===== src/rtl/ddr_lane_pause_ctrl_if.sv =====
// Pause request/response bundle between lane-control logic (master) and
// ddr_lane_pause_ctrl (slave).
interface ddr_lane_pause_ctrl_if #(
  parameter int NUM_LANES = 4
);
  logic [NUM_LANES-1:0] HS_IO_CLK_PAUSE;
  logic [NUM_LANES-1:0] LANE_EN;
  logic [NUM_LANES-1:0] HS_IO_CLK_PAUSE_SYNC;
  logic [NUM_LANES-1:0] PAUSE_DONE;
  logic                 PAUSE_BUSY;

  modport master (
    output HS_IO_CLK_PAUSE,
    output LANE_EN,
    input  HS_IO_CLK_PAUSE_SYNC,
    input  PAUSE_DONE,
    input  PAUSE_BUSY
  );

  modport slave (
    input  HS_IO_CLK_PAUSE,
    input  LANE_EN,
    output HS_IO_CLK_PAUSE_SYNC,
    output PAUSE_DONE,
    output PAUSE_BUSY
  );
endinterface


===== src/rtl/ddr_lane_pause_ctrl.sv =====
// Multi-lane HS IO clock-pause synchroniser with per-lane minimum pulse width and gap.
// Define PAUSE_SYNC_GANG_EN to drive all lanes from one shared FSM (lane-aligned pauses).
module ddr_lane_pause_ctrl #(
  parameter int NUM_LANES   = 4,
  parameter int SYNC_STAGES = 2,
  parameter int MIN_PULSE   = 4,
  parameter int MIN_GAP     = 2
) (
  input  logic                 CLK,
  input  logic                 RESET,
  ddr_lane_pause_ctrl_if.slave bus
);

  typedef enum logic [1:0] {
    ST_IDLE,
    ST_HOLD,
    ST_FOLLOW,
    ST_GAP
  } state_t;

  localparam int MAX_CNT = (MIN_PULSE > MIN_GAP) ? MIN_PULSE : MIN_GAP;
  localparam int CNT_W   = $clog2(MAX_CNT + 1);
  localparam logic [CNT_W-1:0] PULSE_LOAD = CNT_W'(MIN_PULSE - 1);
  localparam logic [CNT_W-1:0] GAP_LOAD   = CNT_W'((MIN_GAP > 0) ? MIN_GAP - 1 : 0);

`ifdef PAUSE_SYNC_GANG_EN
  localparam int NUM_FSM = 1;
`else
  localparam int NUM_FSM = NUM_LANES;
`endif

  logic [NUM_LANES-1:0] s;

  // Request synchroniser; depth 0 feeds the raw request straight to the FSMs.
  generate
    if (SYNC_STAGES == 0) begin : g_direct
      assign s = bus.HS_IO_CLK_PAUSE;
    end else begin : g_sync
      logic [NUM_LANES-1:0] sync_q [SYNC_STAGES];

      // NOTE: every flop here is cleared by the synchronous RESET, so no stale
      // request can leak out of the chain after reset.
      always_ff @(posedge CLK) begin
        if (RESET) begin
          for (int j = 0; j < SYNC_STAGES; j++) sync_q[j] <= '0;
        end else begin
          // NOTE: non-blocking assignments keep the shift order-independent.
          sync_q[0] <= bus.HS_IO_CLK_PAUSE;
          for (int j = 1; j < SYNC_STAGES; j++) sync_q[j] <= sync_q[j-1];
        end
      end

      assign s = sync_q[SYNC_STAGES-1];
    end
  endgenerate

  logic [NUM_FSM-1:0]   fsm_req;
  logic [NUM_FSM-1:0]   fsm_en;
  logic [NUM_FSM-1:0]   fsm_act;
  logic [NUM_FSM-1:0]   fsm_busy;
  logic [NUM_LANES-1:0] lane_act;
  logic [NUM_LANES-1:0] done_mask;

`ifdef PAUSE_SYNC_GANG_EN
  assign fsm_req   = |(s & bus.LANE_EN);
  assign fsm_en    = 1'b1;
  assign lane_act  = {NUM_LANES{fsm_act[0]}} & bus.LANE_EN;
  assign done_mask = bus.LANE_EN;
`else
  assign fsm_req   = s;
  assign fsm_en    = bus.LANE_EN;
  assign lane_act  = fsm_act;
  assign done_mask = '1;
`endif

  state_t             state_q [NUM_FSM];
  state_t             state_d [NUM_FSM];
  logic [CNT_W-1:0]   cnt_q   [NUM_FSM];
  logic [CNT_W-1:0]   cnt_d   [NUM_FSM];
  logic [NUM_FSM-1:0] pend_q;
  logic [NUM_FSM-1:0] pend_d;

  always_ff @(posedge CLK) begin
    if (RESET) begin
      for (int k = 0; k < NUM_FSM; k++) begin
        state_q[k] <= ST_IDLE;
        cnt_q[k]   <= '0;
      end
      pend_q <= '0;
    end else begin
      for (int k = 0; k < NUM_FSM; k++) begin
        state_q[k] <= state_d[k];
        cnt_q[k]   <= cnt_d[k];
      end
      pend_q <= pend_d;
    end
  end

  always_comb begin
    // NOTE: hold-current defaults first so no path through the case infers a latch.
    pend_d = pend_q;
    for (int k = 0; k < NUM_FSM; k++) begin
      state_d[k] = state_q[k];
      cnt_d[k]   = cnt_q[k];
      unique case (state_q[k])
        ST_IDLE: begin
          if (fsm_req[k] && fsm_en[k]) begin
            state_d[k] = ST_HOLD;
            cnt_d[k]   = PULSE_LOAD;
          end
        end
        ST_HOLD: begin
          if (cnt_q[k] != '0) begin
            cnt_d[k] = cnt_q[k] - CNT_W'(1);
          end else if (fsm_req[k]) begin
            state_d[k] = ST_FOLLOW;
          end else if (MIN_GAP > 0) begin
            state_d[k] = ST_GAP;
            cnt_d[k]   = GAP_LOAD;
          end else begin
            state_d[k] = ST_IDLE;
          end
        end
        ST_FOLLOW: begin
          if (!fsm_req[k]) begin
            if (MIN_GAP > 0) begin
              state_d[k] = ST_GAP;
              cnt_d[k]   = GAP_LOAD;
            end else begin
              state_d[k] = ST_IDLE;
            end
          end
        end
        ST_GAP: begin
          // A request arriving inside the gap is remembered and replayed at its end.
          if (cnt_q[k] != '0) begin
            cnt_d[k] = cnt_q[k] - CNT_W'(1);
            if (fsm_req[k]) pend_d[k] = 1'b1;
          end else begin
            pend_d[k] = 1'b0;
            if ((pend_q[k] || fsm_req[k]) && fsm_en[k]) begin
              state_d[k] = ST_HOLD;
              cnt_d[k]   = PULSE_LOAD;
            end else begin
              state_d[k] = ST_IDLE;
            end
          end
        end
        default: state_d[k] = ST_IDLE;
      endcase
    end
  end

  always_comb begin
    fsm_act  = '0;
    fsm_busy = '0;
    for (int k = 0; k < NUM_FSM; k++) begin
      fsm_act[k]  = (state_q[k] == ST_HOLD) || (state_q[k] == ST_FOLLOW);
      fsm_busy[k] = (state_q[k] != ST_IDLE);
    end
  end

  logic [NUM_LANES-1:0] sync_out_q;
  logic [NUM_LANES-1:0] done_q;
  logic                 busy_q;

  // Outputs trail the FSM state by one edge; DONE marks the cycle the output falls.
  always_ff @(posedge CLK) begin
    if (RESET) begin
      sync_out_q <= '0;
      done_q     <= '0;
      busy_q     <= 1'b0;
    end else begin
      sync_out_q <= lane_act;
      done_q     <= sync_out_q & ~lane_act & done_mask;
      busy_q     <= |fsm_busy;
    end
  end

  assign bus.HS_IO_CLK_PAUSE_SYNC = sync_out_q;
  assign bus.PAUSE_DONE           = done_q;
  assign bus.PAUSE_BUSY           = busy_q;

endmodule


===== src/flat_wrapper.sv =====
// flat-port wrapper written by rule: the top's interface ports become plain ports
module ddr_lane_pause_ctrl_flat 
#(
  parameter int NUM_LANES   = 4,
  parameter int SYNC_STAGES = 2,
  parameter int MIN_PULSE   = 4,
  parameter int MIN_GAP     = 2
)
  (CLK, RESET, bus_HS_IO_CLK_PAUSE, bus_LANE_EN, bus_HS_IO_CLK_PAUSE_SYNC, bus_PAUSE_DONE, bus_PAUSE_BUSY);
  ddr_lane_pause_ctrl_if #(.NUM_LANES(NUM_LANES)) bus_i ();
  input  logic CLK;
  input  logic RESET;
  input wire logic [$bits(bus_i.HS_IO_CLK_PAUSE)-1:0] bus_HS_IO_CLK_PAUSE;
  input wire logic [$bits(bus_i.LANE_EN)-1:0] bus_LANE_EN;
  output wire logic [$bits(bus_i.HS_IO_CLK_PAUSE_SYNC)-1:0] bus_HS_IO_CLK_PAUSE_SYNC;
  output wire logic [$bits(bus_i.PAUSE_DONE)-1:0] bus_PAUSE_DONE;
  output wire logic [$bits(bus_i.PAUSE_BUSY)-1:0] bus_PAUSE_BUSY;
  assign bus_i.HS_IO_CLK_PAUSE = bus_HS_IO_CLK_PAUSE;
  assign bus_i.LANE_EN = bus_LANE_EN;
  assign bus_HS_IO_CLK_PAUSE_SYNC = bus_i.HS_IO_CLK_PAUSE_SYNC;
  assign bus_PAUSE_DONE = bus_i.PAUSE_DONE;
  assign bus_PAUSE_BUSY = bus_i.PAUSE_BUSY;
  ddr_lane_pause_ctrl #(.NUM_LANES(NUM_LANES), .SYNC_STAGES(SYNC_STAGES), .MIN_PULSE(MIN_PULSE), .MIN_GAP(MIN_GAP)) u_core (.CLK(CLK), .RESET(RESET), .bus(bus_i));
endmodule

===== config.mk =====
export PLATFORM = sky130hd
export DESIGN_NAME = ddr_lane_pause_ctrl_flat
export DESIGN_NICKNAME = d
export VERILOG_FILES = /design/src/rtl/ddr_lane_pause_ctrl_if.sv /design/src/rtl/ddr_lane_pause_ctrl.sv /design/src/flat_wrapper.sv
export SDC_FILE = /design/constraint.sdc
export NUM_CORES = 1
export LEC_CHECK = 0
export CAP_MARGIN = 15
export CORE_ASPECT_RATIO = 0.8
export CORE_MARGIN = 10
export CORE_UTILIZATION = 50
export DETAILED_ROUTE_END_ITERATION = 6
export PLACE_DENSITY = 0.74
export RECOVER_POWER = 100
export SETUP_SLACK_MARGIN = 0.1
export SLEW_MARGIN = 40
export SYNTH_ARGS = -nofsm -noshare
export SYNTH_HDL_FRONTEND = slang
export SYNTH_SLANG_ARGS = --single-unit

===== constraint.sdc =====
create_clock -name CLK -period 1.81 [get_ports CLK]
set_input_delay 0.362 -clock CLK [delete_from_list [all_inputs] [get_ports CLK]]
set_output_delay 0.362 -clock CLK [all_outputs]
set_load 0.05 [all_outputs]

# After elaboration in Yosys (flattened, before gate mapping)
# Memories as Yosys holds them, arrays and structs flattened.
# Cells that the tools add are included.
op_classes:
  muxes: 73
  bitwise: 12
  n_eq_ne: 16
  n_addsub: 4
  n_reduce_logical: 33
op_table:
  columns: ["op", "n"]
  rows:
  - ["3-bit two-way mux", 24]
  - ["3-bit one-hot mux with 4 select lines", 4]
  - ["2-bit two-way mux", 20]
  - ["2-bit one-hot mux with 4 select lines", 4]
  - ["1-bit two-way mux", 19]
  - ["2-bit == test (second input constant)", 8]
  - ["3-bit nonzero test", 4]
  - ["3-bit by 1-bit subtractor with 3-bit output (second input constant)", 4]
  - ["1-bit OR", 10]
  - ["2-bit by 1-bit == test with 1-bit output (second input constant)", 4]
  - ["1-bit logical AND", 8]
  - ["2-bit zero test", 4]
  - ["1-bit logical OR", 8]
  - ["4-bit two-way mux", 2]
  - ["2-bit by 1-bit inequality test with 1-bit output (second input constant)", 4]
  - ["2-bit AND reduction", 4]
  - ["2-bit nonzero test", 4]
  - ["4-bit bitwise AND", 1]
  - ["4-bit NOT", 1]
  - ["4-bit OR reduction", 1]
word_totals:
  word_cells: 148
  n_memories: 3
  mem_bits_rw: 28
  out_inout_bits: 9
  regBits: 13
mem_list:
  columns: ["name", "words", "width", "read_ports", "rd_ports_with_merged_regs", "write_ports", "line_no", "text"]
  rows:
  - ["u_core.cnt_q", 4, 3, 4, 0, 4, "ddr_lane_pause_ctrl.sv:78", "logic [CNT_W-1:0] cnt_q [NUM_FSM];"]
  - ["u_core.g_sync.sync_q", 2, 4, 2, 0, 2, "ddr_lane_pause_ctrl.sv:39", "logic [NUM_LANES-1:0] sync_q [SYNC_STAGES];"]
  - ["u_core.state_q", 4, 2, 4, 0, 4, "ddr_lane_pause_ctrl.sv:76", "state_t state_q [NUM_FSM];"]

# Longest topological paths before layout
# Gate-level depths: netlist of the first run.
# An unclocked memory read counts as a cell.
logic_depth:
  depth_word: 7
  mapped_depth: 6

# Least setup slack after synthesis of the first run
# Ideal clock, no wire load.
synth_timing:
  path_kind: "flip-flop to flip-flop"
  startpoint: "mem u_core.state_q[1][0] in the netlist's numbering"
  endpoint: "mem u_core.cnt_q[1][0] in the netlist's numbering"
  t_arrival_ns: 1.530
  t_required_ns: 1.681
  n_path_buf: 0
  setup_time_ns: 0.129
  stages_incl_launch_ff: 7
  period_less_slack_ns: 1.659
  path_slack_ns: 0.151
  cell_sequence: "dfxtp_1 inv_1 ha_1 or2_1 a221oi_4 a31o_2 a21oi_1"
synth_lines:
  columns: ["element", "line_no"]
  rows:
  - ["from (decl)", "ddr_lane_pause_ctrl.sv:76"]
  - ["to (decl)", "ddr_lane_pause_ctrl.sv:78"]

==> reports/results.ini, run 1 <==
[sta]
slew_violations = 0
setup_viol = 0
fin_hold_ws_ns = 0.445
min_period_ns = 1.71
fmax_ghz = 0.583
final_hold_viol_count = 0
finClkSkew_ns = 0.00752
fin_crit_sh_pct = 94.7
worst_pin_slew_ns = 0.605
relSlewSlack_pct = 59.9
fin_ws_ns = 0.0956
rsz0062_at_grt = yes

[synth]
yosys_warnings = 0
syn-num-nets = 309
ys_ff_latch = 41
async_flop_share_pct = 0
synthFlopType = dfxtp_1
synth_cell_type_count = 48
synth_area_um2 = 2470
ys_seq_area_share_pct = 33.2
avgSynthCellArea_um2 = 9.13
synth_top_cell_area_share_pct = 33.2
synth_edf_count = 0
yosysTopAreaCell = dfxtp_1
synthCells = 271
synthTopCellsByArea = dfxtp_1 33%, ha_1 14%, a21oi_1 3.8%

[global_routing]
grt_pass1_vias = 1915
grt_pass1_wl_mm = 8.62
antenna_found_initial = 0
grt_max_degree = 27
grtUsageTotal_pct = 12.1
grt-ovfl-total = 0

[placement]
placed_area_um2 = 2690
dp_hpwl_mm = 3.68
pre_cts_slack_ns = -0.00334
io_buffer_count = 18
place.gp.congestion = 0.840

[clock_network]
cts_sinks = 41
clk_pin_slew_worst_paths_ns = 0.08
cts_made_buffers = 5
insertion_delay_ns = 0.30
cts_root_buf = clkbuf_8
post_cts_buffers = 0
clockBufferDepth = 2
tritoncts = built
htreeDepth = 2
cts_hold_buf = 0

[power]
totalPowerFinal_mw = 4.26
peakVddDrop_mv = 0.800
p_per_area_nw_per_um2 = 1530
power_leakage_nw = 1.07

[finish]
num-nets-final = 329
multiInputGateArea_um2 = 1560
diodes = 0
area_delta_synth_final_pct = 12.6
drive_above_1_share_pct = 13.4
nFillCells = 421
design_area_um2 = 2790
fin_util_pct = 59.5
register_area_um2 = 827

[drt]
via_per_inst = 5.71
wl_per_cell_um = 14.6
drc = 0
drt_iter0_markers = 68
routed_wl_mm = 5.13
ant_nets = 0
via_count = 2003
first_pass_iters = 4

[floorplanning]
initial_core_util_pct = 52.9
die_w_um = 98.6
ios = 19
die_y_um = 82.9
die-area_um2 = 8180
coreArea_um2 = 4680
rows = 22

[worst_setup_path]
arrival_ns = 1.90
slowest_stage = dfxtp_1
crit_family = compound AO/OA/AOI/OAI gates
startpoint_type = register
end_kind = register
crit_fanout = 6
path_cells = inv_2 > ha_4 > or2_1 > a221oi_4 > a31o_2 > a21oi_1
crit_path_max_incr_delay_ns = 0.41
critical_path_class = register to register
required_ns = 1.99
cp.buffers_inverters = 1

[hold_path]
min_path_type = register to register

[outcome]
status = finished, final reports clean

[flow_run]
maxCapViolCount = 0

## state kept, by name (all words and copies together), names as in the netlist
| name | count |
|---|---|
| u_core.g_sync.sync_q | 8 |
| u_core.state_q | 8 |
| u_core.cnt_q | 12 |
| u_core.bus.PAUSE_DONE | 4 |
| u_core.pend_q | 4 |
| u_core.bus.HS_IO_CLK_PAUSE_SYNC | 4 |
| u_core.bus.PAUSE_BUSY | 1 |
## power breakdown
part	internal (mW)	switching, mW
clock network	0.303	0.318
registers	1.12	0.159
logic	0.949	1.41
## area by class of cell
class                   count  area share, %
repair buffers             22           5.03
clock buffers               7           3.10
multi-input cells         195           56.0
inverters                  26           3.50
well taps                  60           2.70
flip-flops and latches     41           29.7
## cells in the mapped netlist, types with 6 or more instances
master     n
nor3_1     7
a211oi_1  10
o21ai_0    9
inv_1     25
nand2_1   15
ha_1      28
dfxtp_1   41
nand2b_1   7
a21oi_1   19
nor2b_1   12
nor2_1    12
o32ai_1    6
## per-layer routing
| metal | part of all wire (%) | vias to the layer above | global-route usage (%) |
|---|---|---|---|
| met5 | 0 | - | 0 |
| met4 | 1.3 | 0 | 4.53 |
| met1 | 50 | 938 | 15.8 |
| li1 | - | 1027 | - |
| met3 | 3.6 | 7 | 3.23 |
| met2 | 45 | 31 | 18.4 |
## kinds of logic after synthesis
kind of cell / after synthesis / share of synthesized area [%]
AOI/OAI and AO/OA: 87 / 27.2
adders and majority gates: 28 / 14.2
buffers and inverters: 35 / 6.47
DFF: 41 / 33.2
muxes: 1 / 0.405
and+or+nand+nor: 79 / 18.6
## worst paths after layout
kind         cells after the start                                  start                                    end  slack [ns]
min reg2reg                      1  u_core.g_sync.sync_q[0][1]$_SDFF_PP0_  u_core.g_sync.sync_q[0][5]$_SDFF_PP0_        0.45
max reg2reg                      6      u_core.state_q[1][0]$_SDFFE_PP0P_        u_core.cnt_q[1][0]$_SDFFE_PP0P_         0.1
max                              6      u_core.state_q[1][0]$_SDFFE_PP0P_        u_core.cnt_q[1][0]$_SDFFE_PP0P_         0.1
min                              1  u_core.g_sync.sync_q[0][1]$_SDFF_PP0_  u_core.g_sync.sync_q[0][5]$_SDFF_PP0_        0.45
## placed cells by master (no fill, tap or decap), drive strengths merged, types with 6 or more instances in the layout
cell type | Yosys | routed
a211oi | 10 | 10
dfxtp | 41 | 41
inv | 25 | 25
nand2b | 7 | 7
nor3 | 10 | 10
nor2b | 14 | 14
a21oi | 19 | 19
o21ai | 9 | 9
clkdlybuf4s50 | 0 | 8
nor2 | 12 | 12
clkbuf | 2 | 20
a311oi | 6 | 6
o32ai | 6 | 6
ha | 28 | 28
nand2 | 15 | 15
## what timing repair did
action | 4_1_cts | 5_1_grt
pin swaps | 1 | 1
resized for setup | 4 | 22
setup endpoints to repair | 6 | 18
## stage by stage
step	TNS (ns)	cells
3_3_place_gp	0	344
6_report	0	351
5_1_grt	0	351
2_1_floorplan	0	271
4_1_cts	0	351
3_5_place_dp	-0.00334	344
No activity file was read; power rests on OpenSTA's default activity.
==> run 2, diff against run 1 <==
- RECOVER_POWER: 100 -> 50
==> run 2 against run 1 <==
Compared with the run above: register-to-register slack improved by 0.05 ns; hold slack hardly changed; largest cell class unchanged; combinational power barely moved; non-clock buffer count did not move.
==> reports/results.ini, run 2 (synthesis gave the netlist of run 1 again) <==
[global_routing]
grtUsageTotal_pct = 12.1  ; unchanged
grt_pass1_vias = 1915  ; unchanged
grt_pass1_wl_mm = 8.62  ; unchanged
antenna_found_initial = 0  ; unchanged
grt-ovfl-total = 0  ; unchanged
grt_max_degree = 27  ; unchanged

[placement]
placed_area_um2 = 2690  ; unchanged
pre_cts_slack_ns = -0.00334  ; unchanged
dp_hpwl_mm = 3.68  ; unchanged
place.gp.congestion = 0.840  ; unchanged
io_buffer_count = 18  ; unchanged

[power]
p_int_mw = 2.39  ; +0.73%
comb_power_share_pct = 55.6  ; +0.2 points
seq_power_share_pct = 29.9  ; about the same
switching_share_pct = 44.2  ; -0.11 points
clkPwrFrac_pct = 14.5  ; about the same
totalPowerFinal_mw = 4.28  ; +0.54%
total_switching_power_mw = 1.89  ; +0.30%
peakVddDrop_mv = 0.801  ; about the same
power_leakage_nw = 1.08  ; +0.75%
p_per_area_nw_per_um2 = 1530  ; about the same

[hold_path]
hp-start = u_core.g_sync.sync_q[0][1]$_SDFF_PP0_
min_path_type = register to register

[floorplanning]
ios = 19  ; unchanged
coreArea_um2 = 4680  ; unchanged
die_y_um = 82.9  ; unchanged
die-area_um2 = 8180  ; unchanged
initial_core_util_pct = 52.9  ; unchanged
die_w_um = 98.6  ; unchanged
rows = 22  ; unchanged

[clock_network]
clockBufferDepth = 2  ; unchanged
cts_root_buf = clkbuf_8
cts_hold_buf = 0  ; unchanged
insertion_delay_ns = 0.30  ; about the same
cts_sinks = 41  ; unchanged
tritoncts = built
cts_made_buffers = 5  ; unchanged
clk_pin_slew_worst_paths_ns = 0.08  ; about the same
htreeDepth = 2  ; unchanged
post_cts_buffers = 0  ; unchanged

[worst_setup_path]
required_ns = 2.00  ; about the same
path_cells = inv_2 > ha_1 > or2_4 > a221oi_4 > o2111ai_1 > o211a_1
crit_path_max_incr_delay_ns = 0.37  ; -0.04 ns
end_kind = register
crit_fanout = 4  ; -2
critPathLaunch = u_core.state_q[1][1]$_SDFFE_PP0P_
critical_path_class = register to register
reg2reg_from = u_core.state_q[1][1]$_SDFFE_PP0P_
cp.buffers_inverters = 1  ; unchanged
slowest_stage = dfxtp_2
arrival_ns = 1.86  ; -0.04 ns
crit_family = compound AO/OA/AOI/OAI gates
startpoint_type = register

[sta]
fin_ws_ns = 0.144  ; +0.0484 ns
setup_viol = 0  ; unchanged
worst_pin_slew_ns = 0.605  ; +0.0000544 ns
min_period_ns = 1.67  ; -0.0484 ns
fmax_ghz = 0.600  ; +2.9%
fin_crit_sh_pct = 92.0  ; -2.7 points
relSlewSlack_pct = 59.9  ; about the same
final_hold_viol_count = 0  ; unchanged
rsz0062_at_grt = yes
finClkSkew_ns = 0.00551  ; -0.00200 ns
slew_violations = 0  ; unchanged

[drt]
drt_iter0_markers = 93  ; +37%
ant_nets = 0  ; unchanged
drc = 0  ; unchanged
via_per_inst = 5.71  ; unchanged
routed_wl_mm = 5.14  ; +0.23%
wl_per_cell_um = 14.7  ; +0.23%
first_pass_iters = 4  ; unchanged
via_count = 2003  ; unchanged

[finish]
fin_util_pct = 59.9  ; +0.35 points
largest_reg_flops = 12  ; unchanged
design_area_um2 = 2800  ; +0.58%
diodes = 0  ; unchanged
top_register = u_core.cnt_q
nFillCells = 413  ; -1.9%
area_delta_synth_final_pct = 13.3
num-nets-final = 329  ; unchanged
drive_above_1_share_pct = 15.5  ; +2.1 points
final_common_cell = dfxtp_1
mostFrequentLayoutCells = 35 x dfxtp_1, 23 x inv_1, 19 x a21oi_1
top_regs = u_core.cnt_q x12, u_core.g_sync.sync_q x8, u_core.state_q x8

[flow_run]
maxCapViolCount = 0  ; unchanged

[outcome]
status = finished, final reports clean

==> run 2: cell types whose count changed in the layout (fill, tap and decap cells not counted) <==
cell	before	now
buf_4	0	2
clkbuf_1	13	11
dfxtp_1	36	35
dfxtp_2	5	6
ha_1	20	18
ha_2	7	9
nor2_1	11	10
nor2_2	0	1
or2_0	2	1
or2_1	2	3
==> run 2: worst register-to-register path: cells and delay by family, from the launching register on <==
| family | cells | cell delay [ns] |
|---|---|---|
| buffers and inverters | 1 | 0.07 |
| flip-flops | 1 | 0.37 |
| adder cells (fa/ha/maj) | 1 | 0.23 |
| AND/OR/NAND/NOR | 1 | 0.27 |
| AO/OA/AOI/OAI | 3 | 0.63 |
==> run 2: path summary, 6_finish.rpt <==
check | end | slack [ns] | cells past startpoint
worst max register to register | u_core.state_q[1][0]$_SDFFE_PP0P_ | 0.14 | 6
worst min-delay path | u_core.g_sync.sync_q[0][5]$_SDFF_PP0_ | 0.45 | 1
worst min register to register | u_core.g_sync.sync_q[0][5]$_SDFF_PP0_ | 0.45 | 1
worst max-delay path | u_core.state_q[1][0]$_SDFFE_PP0P_ | 0.14 | 6
==> run 2: timing repair <==
item	in CTS	in global routing
setup endpoints to repair	6	18
pin swaps	1	1
resized for setup	4	22
endpoints found under the hold margin	0	0
==> run 2: routing by layer <==
layer / global-route usage (%) / routed length (um) / up-vias
met2: 18.4 / 2320 / 33
met1: 15.8 / 2550 / 935
li1: - / - / 1028
met4: 4.53 / 68 / 0
met5: 0 / 0 / -
met3: 3.23 / 208 / 7
==> run 2: cell type report <==
cell class | count | area [um^2] | area share (%)
tap | 60 | 75.1 | 2.68
timing repair buffer | 22 | 148 | 5.27
sequential | 41 | 828 | 29.6
multi-input combinational | 195 | 1570 | 55.9
inverter | 26 | 97.6 | 3.48
clock buffer | 7 | 86.3 | 3.08
==> run 2: power by group through the flow <==
stage / Sequential (mW) / Combinational (mW) / Clock, mW
6_report: 1.28 / 2.38 / 0.620
5_1_grt: 1.31 / 2.63 / 0.672
4_1_cts: 1.26 / 2.33 / 0.641
3_5_place_dp: 1.28 / 2.28 / 0
3_3_place_gp: 1.27 / 2.25 / 0
2_1_floorplan: 1.46 / 1.60 / 0
==> run 2: through the flow <==
step,setup TNS (ns),instances,hold slack (ns)
floorplan,0,271,0.414
global route,0,351,0.465
finish,0,351,0.446
detailed placement,-0.00334,344,0.429
global placement,0,344,0.415
CTS,0,351,0.455
==> patch 1: new RTL, config.mk and constraints of run 2 <==
`MIN_PULSE` is set to 4 in 2 places; all go to 2.
--- a/src/rtl/ddr_lane_pause_ctrl.sv
+++ b/src/rtl/ddr_lane_pause_ctrl.sv
@@ -5,3 +5,3 @@
   parameter int SYNC_STAGES = 2,
-  parameter int MIN_PULSE   = 4,
+  parameter int MIN_PULSE   = 2,
   parameter int MIN_GAP     = 2
--- a/src/flat_wrapper.sv
+++ b/src/flat_wrapper.sv
@@ -5,3 +5,3 @@
   parameter int SYNC_STAGES = 2,
-  parameter int MIN_PULSE   = 4,
+  parameter int MIN_PULSE   = 2,
   parameter int MIN_GAP     = 2
Check against the original RTL: not equivalent (a bounded check fails within 10 cycles, from zero or initial values and one cycle with RESET high).
==> patch 1 against run 2 <==
Count of clock-buffer cells in the layout unchanged. Area after synthesis down 20%. Die area down 16%. Worst hold slack lost 11 ps. First-iteration DRC count is 32% lower. Wire length decreased by 26%. Setup slack improved by 63 ps. Final area decreased by 17%. Total power shrank 17%. Sequential cell count down 4. Largest power group unchanged.
==> patch 1: results (changes against run 2) <==
| Metric | Value |
|---|---|
| Peak supply drop | 0.000643 V (was 0.000801 V) |
| Fin crit share | 88.6% (was 92.0%) |
| Fraction of layout cells with a size suffix above 1 | 11.8% (was 15.5%) |
| GRT Overall Usage | 11.4% (was 12.1%) |
| Max-slew headroom | 59.3% (was 59.9%) |
| Cell Area, Placed | 0.00225 mm2 (was 0.00269 mm2) |
| Drt via density | 5.23 (was 5.71) |
| Net Sw Power | 1.46 mW (was 1.89 mW) |
| Sequential power | 1.18 mW (was 1.28 mW) |
| Cell total after placement | 284 (was 344) |
| Vias in the first global route | 1474 (was 1915) |
| Combinational share of power | 50.4% (was 55.6%) |
| Total number of vias | 1527 (was 2003) |
| P_leak | 0.879 nW (was 1.08 nW) |
| Final-layout fill cell count | 351 (was 413) |
| Regs by FF count | u_core.cnt_q (8), u_core.g_sync.sync_q (8), u_core.state_q (8) (was u_core.cnt_q (12), u_core.g_sync.sync_q (8), u_core.state_q (8)) |
| Library cells used by synthesis | 28 (was 48) |
| Cts repair resizes | 0 (was 4) |
| HPWL after DPL | 2820 um (was 3680 um) |
| Global-route wire length before repair | 6640 um (was 8620 um) |
| Mean Syn Cell Area | 9.54 um2 (was 9.13 um2) |
| Reg2reg start | u_core.state_q[2][1] (was u_core.state_q[1][1]) |
| Grt met2 use | 17.4% (was 18.4%) |
| WP data arrival | 1760 ps (was 1860 ps) |
| Critical Path Start | u_core.state_q[2][1] (was u_core.state_q[1][1]) |
| Start point of the worst hold path | u_core.g_sync.sync_q[0][3] (was u_core.g_sync.sync_q[0][1]) |
| Final nets | 274 (was 329) |
| Combinational group power | 1.79 mW (was 2.38 mW) |
| Critical Path End | u_core.state_q[2][1] (was u_core.state_q[1][0]) |
| Worst hold path endpoint | u_core.g_sync.sync_q[0][7] (was u_core.g_sync.sync_q[0][5]) |
| Mapped Nets | 245 (was 309) |
| Met3 usage | 4.53% (was 3.23%) |
| Post-Place Setup Slack | 32.2 ps (was -3.34 ps) |
| Routability cong. | 0.850 (was 0.840) |
| Met1 wire length | 1890 um (was 2550 um) |
| Outcome | finished clean (unchanged) |
| Seq/Total Area, Yosys | 37.3% (was 33.2%) |
| Family with the most delay on the worst path | flip-flops (was compound AO/OA/AOI/OAI gates) |
| Largest net degree at the start of global routing | 13 (was 27) |
| PwrDens | 1520 mW/mm2 (was 1530 mW/mm2) |
| Largest cells by area after synthesis | dfxtp_1 37%, ha_1 17%, inv_1 4.5% (was dfxtp_1 33%, ha_1 14%, a21oi_1 3.8%) |
| Initial DRC Count | 63 (was 93) |
| Hold Slack | 434 ps (was 446 ps) |
[patch 1: cell types whose count changed in the layout (fill, tap and decap cells not counted), sizes merged, moves of 5 or more]
cell / delta
o22ai: +7
nand2b: -5
or2: -5
o32ai: -6
nand2: -8
o211a: -5
buf: +5
and2: -5
nor3: -9
a21oi: -7
[patch 1: cell type report]
| cell class | count | area share, % |
|---|---|---|
| inverters | 24 | 3.86 |
| flip-flops and latches | 37 | 31.9 |
| multi-input cells | 143 | 49.8 |
| repair buffers | 26 | 7.73 |
| clock buffers | 7 | 3.70 |
| well taps | 55 | 2.95 |
[patch 1: cells by family after synthesis]
| group | after synthesis | synth area share [%] |
|---|---|---|
| adders and majority gates | 27 | 17.0 |
| and+or+nand+nor | 48 | 13.6 |
| DFF | 37 | 37.3 |
| muxes | 3 | 1.51 |
| buffers and inverters | 28 | 5.30 |
| AOI/OAI and AO/OA | 65 | 25.3 |
==> patch 2: new RTL, settings of run 2 <==
Without the edit above. Make the reset (`RESET`) asynchronous in 3 clocked blocks. Comments in the files are not updated.
--- a/src/rtl/ddr_lane_pause_ctrl.sv
+++ b/src/rtl/ddr_lane_pause_ctrl.sv
@@ -42,3 +42,3 @@
       // request can leak out of the chain after reset.
-      always_ff @(posedge CLK) begin
+      always_ff @(posedge CLK or posedge RESET) begin
         if (RESET) begin
@@ -82,3 +82,3 @@
 
-  always_ff @(posedge CLK) begin
+  always_ff @(posedge CLK or posedge RESET) begin
     if (RESET) begin
@@ -167,3 +167,3 @@
   // Outputs trail the FSM state by one edge; DONE marks the cycle the output falls.
-  always_ff @(posedge CLK) begin
+  always_ff @(posedge CLK or posedge RESET) begin
     if (RESET) begin
Function: differs if RESET is asserted again (counterexample within 10 cycles, from zero or initial values and one cycle with RESET high); with RESET held inactive, the same outputs for 10 cycles.
==> patch 2 against run 2 <==
Sequential cell count did not move. Global-route usage fell by 0.27 points. Final area rose by 4.9%. Area after synthesis fell by 4.3%. Count of clock-buffer cells in the layout fell by 1. Die area fell by 3.4%. Wire length fell by 7.4%. Worst hold slack got worse by 110 ps. First-iteration DRC count fell by 31%. Total power rose by 40%. Setup slack got worse by 3.8 ps. Critical path type unchanged. Critical endpoint is now u_core.cnt_q[0]. Largest power group unchanged.
==> patch 2: results (changes against run 2) <==
| Metric | Value |
|---|---|
| CP max-delay cell | dfrtp_2 (was dfxtp_2) |
| Post-Place Setup Slack | -28.9 ps (was -3.34 ps) |
| CP Max Fanout | 6 (was 4) |
| Sequential power | 1.64 mW (was 1.28 mW) |
| Global-route wire length before repair | 7870 um (was 8620 um) |
| Largest net degree at the start of global routing | 42 (was 27) |
| Mapped Nets | 266 (was 309) |
| Seq/Total Area, Yosys | 43.3% (was 33.2%) |
| Finished Core Util | 64.3% (was 59.9%) |
| Max-slew headroom | 33.4% (was 59.9%) |
| Post-CTS setup buffer count | 0 (unchanged) |
| HPWL after DPL | 3280 um (was 3680 um) |
| Family with the most delay on the worst path | compound AO/OA/AOI/OAI gates (unchanged) |
| Count of input and output buffers | 18 (unchanged) |
| Combinational share of power | 62.1% (was 55.6%) |
| Post-Route WL | 4760 um (was 5140 um) |
| Final-layout fill cell count | 365 (was 413) |
| CTS root buf | clkbuf_8 (unchanged) |
| GRT Overall Usage | 11.8% (was 12.1%) |
| WP data arrival | 1900 ps (was 1860 ps) |
| Compound-cell area share of the yosys netlist | 21.1% (was 27.2%) |
| CP peak stage delay | 450 ps (was 370 ps) |
| Outcome | finished clean (unchanged) |
| Drt via density | 5.67 (was 5.71) |
| Maximum clock path buffer count | 2 (unchanged) |
| Library cells used by synthesis | 44 (was 48) |
| Post-Synth Adder-Cell Area | 14.8% (was 14.2%) |
| Regs by FF count | u_core.cnt_q (12), u_core.state_q (8) (was u_core.cnt_q (12), u_core.g_sync.sync_q (8), u_core.state_q (8)) |
| Finished Layout Cells | 325 (was 351) |
| Cts repair resizes | 3 (was 4) |
| Cell total after placement | 312 (was 344) |
| Largest cells by area after synthesis | dfrtp_1 43%, ha_1 15%, inv_1 4.1% (was dfxtp_1 33%, ha_1 14%, a21oi_1 3.8%) |
| H-tree lvl count | 2 (unchanged) |
| Routability cong. | 0.860 (was 0.840) |
| Net Sw Frac | 43.9% (was 44.2%) |
| Top-count cell post-synth | dfrtp_1 (was dfxtp_1) |
| DRT Pass-1 Iters | 4 (unchanged) |
| Final nets | 302 (was 329) |
| Cell Area, Placed | 0.00266 mm2 (was 0.00269 mm2) |
| Multiplexer area fraction after synthesis | 2.80% (was 0.405%) |
| Synthesized instance count | 228 (was 271) |
| Most frequent cells after synthesis | 41 x dfrtp_1, 28 x ha_1, 26 x inv_1, 18 x a21oi_1, 15 x nand2_1 (was 41 x dfxtp_1, 28 x ha_1, 25 x inv_1, 19 x a21oi_1, 15 x nand2_1) |
| Initial antenna violation count | 0 (unchanged) |
| N_diodes | 0 (unchanged) |
| Initial DRC Count | 64 (was 93) |
| Net Sw Power | 2.63 mW (was 1.89 mW) |
| YS warnings | 0 (unchanged) |
| Fraction of layout cells with a size suffix above 1 | 24.9% (was 15.5%) |
| Final Skew | 13.2 ps (was 5.51 ps) |
| P_leak | 1.34 nW (was 1.08 nW) |
| Async SR Flop Fraction | 100% (was 0%) |
| Peak supply drop | 0.00124 V (was 0.000801 V) |
| Vias in the first global route | 1739 (was 1915) |
patch 2: routing by layer:
layer  track usage, %  wire (um)  vias to the layer above
li1                 -          -                      901
met1             14.4       2140                      901
met2             19.7       2330                       34
met3             3.44        224                        7
met4             4.41         69                        0
met5                0          0                        -
patch 2: worst paths after layout:
path	cells past startpoint	start	slack, ps	end
hold reg to reg	0	u_core.g_sync.sync_q[6]	330	u_core.fsm_req[2]
max in group asynchronous	3	RESET	310	u_core.state_q[5]
min in group asynchronous	3	RESET	820	u_core.fsm_req[0]
setup / recovery	6	u_core.state_q[1]	140	u_core.cnt_q[0]
setup reg to reg	6	u_core.state_q[1]	140	u_core.cnt_q[0]
hold / removal	0	u_core.g_sync.sync_q[6]	330	u_core.fsm_req[2]
patch 2: area by class of cell:
class                           instances  area share (%)
Clock buffer                            6            2.81
Multi-Input combinational cell        161            47.7
Clock inverter                          2           0.468
Sequential cell                        41            35.1
Inverter                               26            3.32
Tap cell                               60            2.56
Timing Repair Buffer                   29            8.09
